### src/rtl/wb_queue.sv
// wb_queue: write-back buffer in front of the register file's single write port.
//
// Results from execute/memory are accepted over a valid/ready handshake and held
// in a small in-order circular FIFO. The FIFO drains at most one entry per cycle
// into the register file. Two combinational bypass ports search the queued
// entries, so decode still sees values that have not been committed yet.
//
// Ports:
//   clk, rst          clock; synchronous active-high reset
//   in_valid/in_ready push handshake; in_addr/in_data form the pushed entry
//   hold              blocks draining this cycle (pushes still allowed)
//   wen/addrW/dataW   register file write port, driven from the head entry
//   q_addr1/q_addr2   bypass lookup addresses
//   hit1/hit2         a queued entry targets the lookup address
//   fwd1/fwd2         data of the youngest matching entry (0 when no hit)
//   count/empty       occupancy
module wb_queue #(
    parameter int unsigned wordLen = 16,
    parameter int unsigned addrLen = 3,
    parameter int unsigned depth   = 4
) (
    input  logic                     clk,
    input  logic                     rst,
    input  logic                     in_valid,
    output logic                     in_ready,
    input  logic [addrLen-1:0]       in_addr,
    input  logic [wordLen-1:0]       in_data,
    input  logic                     hold,
    output logic                     wen,
    output logic [addrLen-1:0]       addrW,
    output logic [wordLen-1:0]       dataW,
    input  logic [addrLen-1:0]       q_addr1,
    input  logic [addrLen-1:0]       q_addr2,
    output logic                     hit1,
    output logic                     hit2,
    output logic [wordLen-1:0]       fwd1,
    output logic [wordLen-1:0]       fwd2,
    output logic [$clog2(depth):0]   count,
    output logic                     empty
);

    localparam int unsigned PtrW = $clog2(depth);
    localparam int unsigned CntW = PtrW + 1;
    localparam logic [CntW-1:0] DepthCnt = CntW'(depth);

    logic [addrLen-1:0] addr_mem_q [depth];
    logic [wordLen-1:0] data_mem_q [depth];

    logic [PtrW-1:0] head_q, head_d;
    logic [PtrW-1:0] tail_q, tail_d;
    logic [CntW-1:0] count_q, count_d;

    logic push;
    logic pop;

    // Handshake and write-port outputs depend only on registered state (plus
    // hold for wen), so in_ready has no path from in_valid or hold.
    always_comb begin
        in_ready = (count_q < DepthCnt);
        empty    = (count_q == '0);
        count    = count_q;
        wen      = !empty && !hold;
        push     = in_valid && in_ready;
        pop      = wen;
        addrW    = '0;
        dataW    = '0;
        if (!empty) begin
            addrW = addr_mem_q[head_q];
            dataW = data_mem_q[head_q];
        end
    end

    always_comb begin
        head_d  = head_q;
        tail_d  = tail_q;
        count_d = count_q;
        if (pop) begin
            head_d = head_q + PtrW'(1);
        end
        if (push) begin
            tail_d = tail_q + PtrW'(1);
        end
        unique case ({push, pop})
            2'b10:   count_d = count_q + CntW'(1);
            2'b01:   count_d = count_q - CntW'(1);
            default: count_d = count_q;
        endcase
    end

    always_ff @(posedge clk) begin
        if (rst) begin
            head_q  <= '0;
            tail_q  <= '0;
            count_q <= '0;
        end else begin
            head_q  <= head_d;
            tail_q  <= tail_d;
            count_q <= count_d;
        end
    end

    // Entry storage needs no reset: validity is tracked by head/count alone.
    always_ff @(posedge clk) begin
        if (push) begin
            addr_mem_q[tail_q] <= in_addr;
            data_mem_q[tail_q] <= in_data;
        end
    end

    // Walk entries oldest to youngest; later matches overwrite earlier ones so
    // the youngest matching entry wins.
    always_comb begin
        logic [PtrW-1:0] idx;
        idx  = '0;
        hit1 = 1'b0;
        hit2 = 1'b0;
        fwd1 = '0;
        fwd2 = '0;
        for (int unsigned i = 0; i < depth; i++) begin
            idx = head_q + PtrW'(i);
            if (CntW'(i) < count_q) begin
                if (addr_mem_q[idx] == q_addr1) begin
                    hit1 = 1'b1;
                    fwd1 = data_mem_q[idx];
                end
                if (addr_mem_q[idx] == q_addr2) begin
                    hit2 = 1'b1;
                    fwd2 = data_mem_q[idx];
                end
            end
        end
    end

endmodule
### config.mk
export PLATFORM = sky130hd
export DESIGN_NAME = wb_queue
export DESIGN_NICKNAME = d
export VERILOG_FILES = /design/src/rtl/wb_queue.sv
export SDC_FILE = /design/constraint.sdc
export NUM_CORES = 1
export LEC_CHECK = 0
export CAP_MARGIN = 0
export CORE_ASPECT_RATIO = 2
export CORE_MARGIN = 2
export CORE_UTILIZATION = 55
export CTS_CLUSTER_SIZE = 25
export DETAILED_ROUTE_END_ITERATION = 10
export PLACE_DENSITY_LB_ADDON = 0.25
export SYNTH_ARGS = -nofsm -noshare
export SYNTH_HDL_FRONTEND = slang
export SYNTH_SLANG_ARGS = --single-unit
### constraint.sdc
create_clock -name clk -period 5.4 [get_ports clk]
set_input_delay 0.54 -clock clk [delete_from_list [all_inputs] [get_ports clk]]
set_output_delay 0.54 -clock clk [all_outputs]
set_load 0.01 [all_outputs]
# Yosys cells after proc, flatten, opt, wreduce, memory -nomap -nowiden

Memories as Yosys holds them, arrays and structs flattened. A register that Yosys moved wholly into a read port is not among the register bits.
Index checks and enable logic that the tools add are counted.

Reductions and logical operators: 6
Eq/ne operators: 10
Muxes and demuxes: 41
Add/subtract/negate cells: 6
$lt $le $gt $ge: 5

Operators by type and width:

| kind                                               | count |
|---|---|
| two-way mux 16 bit                                 | 17 |
| == test 3 bit                                      | 8 |
| two-way mux 1 bit                                  | 18 |
| two-way mux 2 bit                                  | 4 |
| < comparator 1 x 3 -> 1 bit (first input constant) | 2 |
| < comparator 2 x 3 -> 1 bit (first input constant) | 2 |
| one-hot mux 3 bit (2 select lines)                 | 1 |
| adder 2 x 1 -> 2 bit (second input constant)       | 2 |
| adder 2 bit (second input constant)                | 2 |
| adder 3 x 1 -> 3 bit (second input constant)       | 1 |
| zero test 3 bit                                    | 1 |
| < comparator 3 bit (second input constant)         | 1 |
| two-way mux 3 bit                                  | 1 |
| subtractor 3 x 1 -> 3 bit (second input constant)  | 1 |
| == test 2 x 1 -> 1 bit (second input constant)     | 1 |
| == test 2 bit (second input constant)              | 1 |
| logical AND 1 bit                                  | 2 |
| zero test 1 bit                                    | 2 |
| nonzero test 2 bit                                 | 1 |

Memories: 2
Bits in registers: 7
Input bits: 29
Bits in writable memories: 76

Memories:

| name       | depth | width | read ports | clocked after Yosys merged registers in | write ports | line | RTL |
|---|---|---|---|---|---|---|---|
| data_mem_q | 4     | 16    | 4          | 1                                       | 1           | 47   | `logic [wordLen-1:0] data_mem_q [depth];` |
| addr_mem_q | 4     | 3     | 4          | 1                                       | 1           | 46   | `logic [addrLen-1:0] addr_mem_q [depth];` |

# Depth between registers and ports, before layout

Gate-level depths: netlist of the first run.

Depth in word-level cells: 9
Depth in mapped cells: 9
Mapped depth without buffers: 8

# Worst setup path after synthesis of the first run

No wires, ideal clock.

Path kind: register to output
From: register head_q[0]
To: output fwd2[10]
Path slack: 2749 ps
Stages on the path, launching flop included: 9
Required time: 4860 ps
Arrival time: 2111 ps
Cells stage by stage: dfxtp_1 buf_6 mux4_2 xnor2_2 and4_1 buf_6 buf_8 o211ai_2 o2bb2ai_1

Longest elaborated chain between the ends: 9
Elaborated cells on any way between the ends: 14

Ends and longest elaborated chain:

| element                | line | RTL |
|---|---|---|
| from (decl)            | 49   | `logic [PtrW-1:0] head_q, head_d;` |
| from (signal assigned) | 92   | `head_q <= '0;` |
| from (signal assigned) | 96   | `head_q <= head_d;` |
| adder 2 x 1 -> 2 bit   | 120  | `idx = head_q + PtrW'(i);` |
| memory (4 x 3 bit)     | n/a  |  |
| == test 3 bit          | 126  | `if (addr_mem_q[idx] == q_addr2) begin` |
| two-way mux 16 bit     | 126  |  |
| two-way mux 16 bit     | 121  | `if (CntW'(i) < count_q) begin` |
| two-way mux 16 bit     | 126  |  |
| two-way mux 16 bit     | 121  |  |
| two-way mux 16 bit     | 126  |  |
| two-way mux 16 bit (*) | 121  |  |
| to (decl)              | 37   | `output logic [wordLen-1:0] fwd2,` |

Mark *: on every way between the ends. The rest lies on a longest branch, timed or not.

# Worst setup path after layout of the first run

From: register count_q[2] (netlist: count[2])
To: output fwd2[5]

Longest elaborated chain between the ends: 8
Elaborated cells on any way between the ends: 11

Ends and longest elaborated chain:

| element                     | line | RTL |
|---|---|---|
| from (decl)                 | 51   | `logic [CntW-1:0] count_q, count_d;` |
| from (signal assigned)      | 98   | `count_q <= count_d;` |
| < comparator 1 x 3 -> 1 bit | 121  |  |
| two-way mux 16 bit          | 121  |  |
| two-way mux 16 bit          | 126  |  |
| two-way mux 16 bit          | 121  |  |
| two-way mux 16 bit          | 126  |  |
| two-way mux 16 bit          | 121  |  |
| two-way mux 16 bit          | 126  |  |
| two-way mux 16 bit (*)      | 121  |  |

Marked as above.

==> metrics.md, run 1 <==
| Metric | Value |
|---|---|
| Status | finished clean |
| CTS resizes | 0 |
| Clk_lat worst skew | roughly 0.33 ns |
| Total number of yosys warnings | 0 |
| # clock sinks | 85 |
| Hold Path Depth | 2 |
| Starting density of the core | a little under three fifths |
| Hold Crit Start | tail_q[0] |
| Chip Height | between 150 and 200 um |
| Final Cell Area | roughly 0.008 mm^2 |
| Worst r2r path cells | 7 |
| Clock skew | 0.00411 ns |
| Pwr dens | about 490 mW/mm^2 |
| Vias | around 5,500 |
| Top cell type's share of synthesized area | about a third |
| Syn avg cell area | between 10 and 15 um^2 |
| Drt pass-1 iters | 7 |
| Max-cap violations | 0 |
| Critical path type | register to primary output |
| Worst hold endpoint | tail_q[0] |
| Routed vias/inst | roughly 7.0 |
| Req. time, crit path | slightly below 5 ns |
| N_diodes | 0 |
| Post-Syn Nets | slightly above 600 |
| GP Congestion | just over 0.9 |
| Logic pwr share | between 60% and 70% |
| Layout area overhead | 17.5% |
| Sequential-to-total area share from yosys stat | 36.3% |
| Setup TNS | 0 ns |
| CTS Hold Bufs | 0 |
| Cell Chain, Critical Path | clkinv_1 > buf_4 > o21ai_0 > nand4_1 > o211ai_1 > o2bb2ai_1 > clkdlybuf4s50_1 |
| Slowest cell delay on critical path | approximately 1.0 ns |
| Top cells by instance count after synthesis | edfxtp_1 (76), nand4_1 (70), mux4_2 (41), a21oi_1 (34), mux2i_1 (33) |
| Pleak | between 2 and 2.5 nW |
| CTS tree | done |
| Post-CTS setup buffer count | 0 |
| Placement Cell Area | approximately 0.0076 mm^2 |
| Crit path capture type | primary output |
| H-tree depth | 3 |
| CP arrival | roughly 3.8 ns |
| First DRT Iteration DRCs | 391 |
| GRT Overall Usage | 29.7% |
| Die Width | between 80 and 90 um |
| Tmin final | between 4 and 5 ns |
| Avg WL per Cell | between 20 and 25 um |
| Placed wire-length estimate | 13,800 um |
| Vias in the first global route | around 5,400 |
| CTS clk-pin slew, worst paths | roughly 0.060 ns |
| # nets final | slightly below 700 |
| Hold Path Class | register to register |
| GRT overflow | 0 |
| Int Power | between 0.002 and 0.0025 W |
| Number of port buffers | a little under 90 |
| Final hold vios | 0 |
| Post-synth ARST share | 0% |
| Max Root-Sink Buffers | 2 |
| Final ANT Viol Nets | 0 |
| Switch Pwr | about 0.0016 W |
| Netlist cell types | 36 |
| CP Max Fanout | 19 |
| # DRC | 0 |
| Synth top area cells | edfxtp_1 (34%), mux4_2 (14%), nand4_1 (6.5%) |
| Core area | 0.0121 mm^2 |
| Reg2reg setup slack | approximately 2.6 ns |
| Net Sw Frac | between 40 and 50% |
| Initial antenna violation count | 0 |
| Syn Inst Count | 585 |
| Maximum vdd drop | roughly 0.45 mV |
| First-pass GRT wire length | 29,600 um |
| Clk root buf | clkbuf_16 |
| Worst R2R End | count[2] |
| Critical path startpoint category | register |
| Num CTS Buffers | 9 |
| Post-Syn Area | between 0.006 and 0.007 mm^2 |
| Die ar. | 0.0133 mm^2 |
| Slew @ Worst Pin | 1.14 ns |
| Cell taking the most area after synthesis | edfxtp_1 |
| Fin. max-slew vios | 0 |
| FMAX | 231 MHz |
| Seq pwr share | a little under a quarter |
| Share of cells above drive strength 1 | 19.8% |
| Num ports | 88 |
| Most used DFF post-synth | edfxtp_1 |
| Slowest stage cell, crit path | nand4_1 |
| #FFs+latches synth | between 80 and 90 |
| Clock network fraction of total power | approximately 17% |
| Slew HR | around a quarter |
| Post-synth EDFFs | 76 |
| Unrepaired setup endpoints after global routing | false |
| Largest net degree at the start of global routing | 67 |
| Most common cell in the synthesized netlist | edfxtp_1 |
| Setup violations, final | 0 |
| R2r startpoint | count[1] |
| Total Wirelength | ~19,000 um |
| Rows | 57 |
| Tcrit/Tclk final | 80.2% |
-- flip-flops by register name, summed over array words and instances (netlist names), named ones only --
register    flops
data_mem_q     64
addr_mem_q     12
count           3
head_q          2
tail_q          2
-- through the flow --
step / setup WS, ns / total power (W) / instances / util, % / hold slack, ns
after CTS: 1.19 / 0.00388 / 789 / 65.7 / 0.587
after global routing: 0.993 / 0.00409 / 789 / 65.7 / 0.632
final: 1.07 / 0.00391 / 789 / 65.7 / 0.596
after detailed placement: 1.50 / 0.00322 / 773 / 63.0 / 0.576
after global placement: 1.49 / 0.00319 / 773 / 63.0 / 0.569
after floorplan: 2.75 / 0.00239 / 585 / - / 0.538
-- layout make-up --
type	instances	area [um^2]
clock buffer	14	297
inverter	6	22.5
sequential	85	2470
clock inverter	2	35.0
multi-input combinational	431	3970
timing repair buffer	104	998
fill	957	4150
tap	147	184
-- metal layers --
metal,GRT usage [%],wire [um],share of wire (%)
met2,49.3,9910,51
met1,37.9,7470,39
met4,11.8,619,3.2
met5,0,0,0
met3,5.25,1310,6.8
-- worst max-delay path, delay by kind of cell, from the launching register on --
kind	cells	cell delay (ns)
compound gates	3	0.83
buf+inv	3	0.95
flops	1	0.62
simple gates	1	1.04
-- worst max path at each step --
stage               end  depth (start not counted)  startpoint
2_1_floorplan  fwd2[10]                          8   head_q[0]
3_3_place_gp    fwd2[5]                          6  q_addr2[0]
3_5_place_dp    fwd2[2]                          6  q_addr2[0]
4_1_cts        fwd2[12]                          5   head_q[1]
5_1_grt         fwd2[1]                          7    count[2]
6_report        fwd2[5]                          7    count[2]
-- kinds of logic (layout without fill, tap and decap cells) --
kind of cell,after synthesis,in the layout,share of synthesized area (%)
compound gates,134,134,14.7
xor+xnor,29,29,4.19
fa+ha+maj,9,9,1.66
buf+inv,69,126,5.24
flops,85,85,36.3
mux,109,109,25.0
simple gates,150,150,13.0
-- placed cells by master, fill, tap and decap left out, types with 2 or more instances in the layout --
master,synthesis,routed
mux2i_1,33,33
a21oi_1,34,34
o211ai_2,16,16
inv_1,5,5
clkdlybuf4s50_1,0,87
nand3_1,2,2
ha_1,9,9
edfxtp_1,76,76
o21ai_0,18,18
nand2_1,18,18
xnor2_2,4,4
xor2_1,3,3
mux4_1,3,3
buf_4,3,17
and2_1,20,20
nor2_1,11,11
nor2b_1,21,20
o211ai_1,16,16
dfxtp_1,9,7
mux4_2,41,41
or3_1,2,2
a21boi_0,16,16
nand4_1,70,70
and4_1,6,6
clkbuf_1,24,2
mux2_2,32,32
o2bb2ai_1,32,32
xnor2_1,22,22
clkbuf_16,0,11
-- power groups by stage --
stage | clock (W) | combinational [W] | sequential, W
2_1_floorplan | 0 | 0.00153 | 0.000859
3_3_place_gp | 0 | 0.00230 | 0.000896
3_5_place_dp | 0 | 0.00232 | 0.000907
4_1_cts | 0.000656 | 0.00233 | 0.000895
5_1_grt | 0.000680 | 0.00250 | 0.000909
6_report | 0.000650 | 0.00236 | 0.000896
Note: power is estimated with default switching activity, not from simulation.
==> run 2: changes to the inputs <==
--- a/config.mk
+++ b/config.mk
@@ -8,7 +8,7 @@
 export CAP_MARGIN = 0
 export CORE_ASPECT_RATIO = 2
 export CORE_MARGIN = 2
-export CORE_UTILIZATION = 55
+export CORE_UTILIZATION = 51
 export CTS_CLUSTER_SIZE = 25
 export DETAILED_ROUTE_END_ITERATION = 10
 export PLACE_DENSITY_LB_ADDON = 0.25
==> constraint.sdc (replaced) <==
create_clock -name clk -period 3.8 [get_ports clk]
set_input_delay 0.38 -clock clk [delete_from_list [all_inputs] [get_ports clk]]
set_output_delay 0.38 -clock clk [all_outputs]
set_load 0.01 [all_outputs]
==> metrics.md, run 2 (same netlist as run 1, synthesis figures left out) <==
| Metric | Value |
|---|---|
| Status | finished clean (unchanged) |
| Overall power | 0.00553 W (was 0.00391 W) |
| FMAX | 285 MHz |
| CTS clk-pin slew, worst paths | 0.06 ns (about the same) |
| Final hold vios | 0 (unchanged) |
| Placed Cells incl. Taps | 794 (was 773) |
| Total Wirelength | 19,500 um (was 19,300 um) |
| Rows | 59 (was 57) |
| Met2 Resource Use GR | 46.0% (was 49.3%) |
| Hold Path Class | register to register (unchanged) |
| Hold Crit Start | tail_q[0] (unchanged) |
| Filler cell count | 1,058 (was 957) |
| # clock sinks | 85 (unchanged) |
| Initial antenna violation count | 0 (unchanged) |
| Minimum hold slack | 0.599 ns (was 0.596 ns) |
| Placement Cell Area | 0.00778 mm^2 (was 0.00764 mm^2) |
| Pwr dens | 685 mW/mm^2 (was 491 mW/mm^2) |
| Req. time, crit path | 3.42 ns (was 4.86 ns) |
| GRT Overall Usage | 27.6% (was 29.7%) |
| Most frequent cells in the layout | clkdlybuf4s50_1 (87), edfxtp_1 (76), nand4_1 (70) (unchanged) |
| Tmin final | between 3 and 4 ns |
| Final Cell Area | 0.00808 mm^2 (was 0.00797 mm^2) |
| N_diodes | 0 (unchanged) |
| Setup violations, final | 0 (unchanged) |
| GRT overflow | 0 (unchanged) |
| H-tree depth | 3 (unchanged) |
| Num ports | 88 (unchanged) |
| First-pass GRT wire length | 30,700 um (was 29,600 um) |
| # DRC | 0 (unchanged) |
| Commonest non-fill, non-tap cell in the layout | clkdlybuf4s50_1 (unchanged) |
| Final Non-Filler Cells | 810 (was 789) |
| CP Max Fanout | 18 (was 19) |
| Fin. max-slew vios | 0 (unchanged) |
| Worst setup path start | head_q[1] (was count[2]) |
| Starting density of the core | 52.2% (was 55.9%) |
| Clock skew | 0.00586 ns (was 0.00411 ns) |
| Pleak | 2.55 nW (was 2.48 nW) |
| Critical path type | register to primary output (unchanged) |
| Maximum vdd drop | 0.585 mV (was 0.455 mV) |
| First DRT Iteration DRCs | 396 (was 391) |
| Clk root buf | clkbuf_16 (unchanged) |
| Met3 Resource Use GR | 3.57% (was 5.25%) |
| CTS tree | done (unchanged) |
| Max-cap violations | 0 (unchanged) |
| Top Usage Layer GRT | met2 (unchanged) |
| Max Root-Sink Buffers | 2 (unchanged) |
| Final ANT Viol Nets | 0 (unchanged) |
| Setup TNS | 0 ns (unchanged) |
| Critical path startpoint category | register (unchanged) |
| # nets final | 691 (was 675) |
| GP Congestion | 0.976 (was 0.930) |
| Placed wire-length estimate | 14,300 um (was 13,800 um) |
| Share of cells above drive strength 1 | 22.0% (was 19.8%) |
| Slew @ Worst Pin | 0.749 ns (was 1.14 ns) |
| CP arrival | 3.13 ns (was 3.79 ns) |
| Die ar. | 0.0143 mm^2 (was 0.0133 mm^2) |
| Crit path capture type | primary output (unchanged) |
| Vias in the first global route | 5,616 (was 5,380) |
| GRT met1 Usage | 35.7% (was 37.9%) |
| Layout area overhead | 19.2% (was 17.5%) |
| R2r startpoint | count[0] (was count[1]) |
| Chip Height | 167 um (was 161 um) |
| Avg WL per Cell | 24.0 um (was 24.5 um) |
| Number of port buffers | 87 (unchanged) |
| Die Width | 85.5 um (was 82.5 um) |
| Tcrit/Tclk final | slightly above 90% |
| Slew HR | 50.1% (was 23.6%) |
| Vias | 5,621 (was 5,548) |
| Num CTS Buffers | 9 (unchanged) |
| Clk_lat worst skew | 0.33 ns (about the same) |
| Core area | 0.0130 mm^2 (was 0.0121 mm^2) |
| Largest net degree at the start of global routing | 67 (unchanged) |
| Most flops, register | data_mem_q (unchanged) |
| Largest register FFs | 64 (unchanged) |
| Unrepaired setup endpoints after global routing | false (unchanged) |
| Drt pass-1 iters | 5 (was 7) |
| Routed vias/inst | 6.94 (was 7.03) |
run 2: changes by cell type in the layout (fill, tap and decap cells not counted):
cell | before | now
clkinv_2 | 1 | 3
buf_6 | 0 | 1
buf_12 | 0 | 1
clkinvlp_4 | 0 | 1
buf_4 | 17 | 31
clkbuf_1 | 2 | 0
inv_6 | 0 | 1
clkbuf_16 | 11 | 9
run 2: worst paths after layout:
path / slack (ns) / cells past startpoint / to
worst min-delay path: 0.60 / 2 / tail_q[0]
worst max register to register: 1.57 / 7 / count[2]
worst min register to register: 0.60 / 2 / tail_q[0]
worst max-delay path: 0.29 / 7 / fwd2[8]
run 2: worst max-delay path, stage by stage (launching register included):
cell and delay, ns:
dfxtp_2 0.63, mux4_1 0.67, xnor2_1 0.16, and4_1 0.21, buf_4 0.20, a21oi_1 0.14, o2bb2ai_1 0.17, clkdlybuf4s50_1 0.60
run 2: what timing repair did:
item | in CTS | in global routing
hold buffers | 0 | 0
setup endpoints to repair | 0 | 2
resized for setup | 0 | 1
buffers inserted | 0 | 0
run 2: metal layers:
layer / part of all wire, % / routed length [um] / up-vias
li1: - / - / 2488
met1: 39 / 7620 / 2746
met2: 50 / 9800 / 311
met3: 6.8 / 1320 / 76
met4: 3.7 / 715 / 0
met5: 0 / 0 / -
run 2: power breakdown:
part | internal (W) | switching (W) | total, W
clock | 0.000525 | 0.000330 | 0.000854
sequential | 0.00114 | 0.000130 | 0.00127
combinational | 0.00155 | 0.00186 | 0.00341
run 2: cell type report:
cell class                      count  area, um^2  area share (%)
Sequential cell                    85        2470            30.5
Timing Repair Buffer              120        1130            14.0
Clock buffer                       10         239            2.96
Clock inverter                      6        61.3           0.759
Inverter                            6        22.5           0.279
Tap cell                          152         190            2.35
Multi-Input combinational cell    431        3970            49.1
run 2: through the flow:
step	utilization (%)	setup slack, ns
floorplan	-	1.31
global placement	59.9	0.524
detailed placement	59.9	0.564
CTS	62.2	0.187
global route	62.2	0.170
finish	62.2	0.287
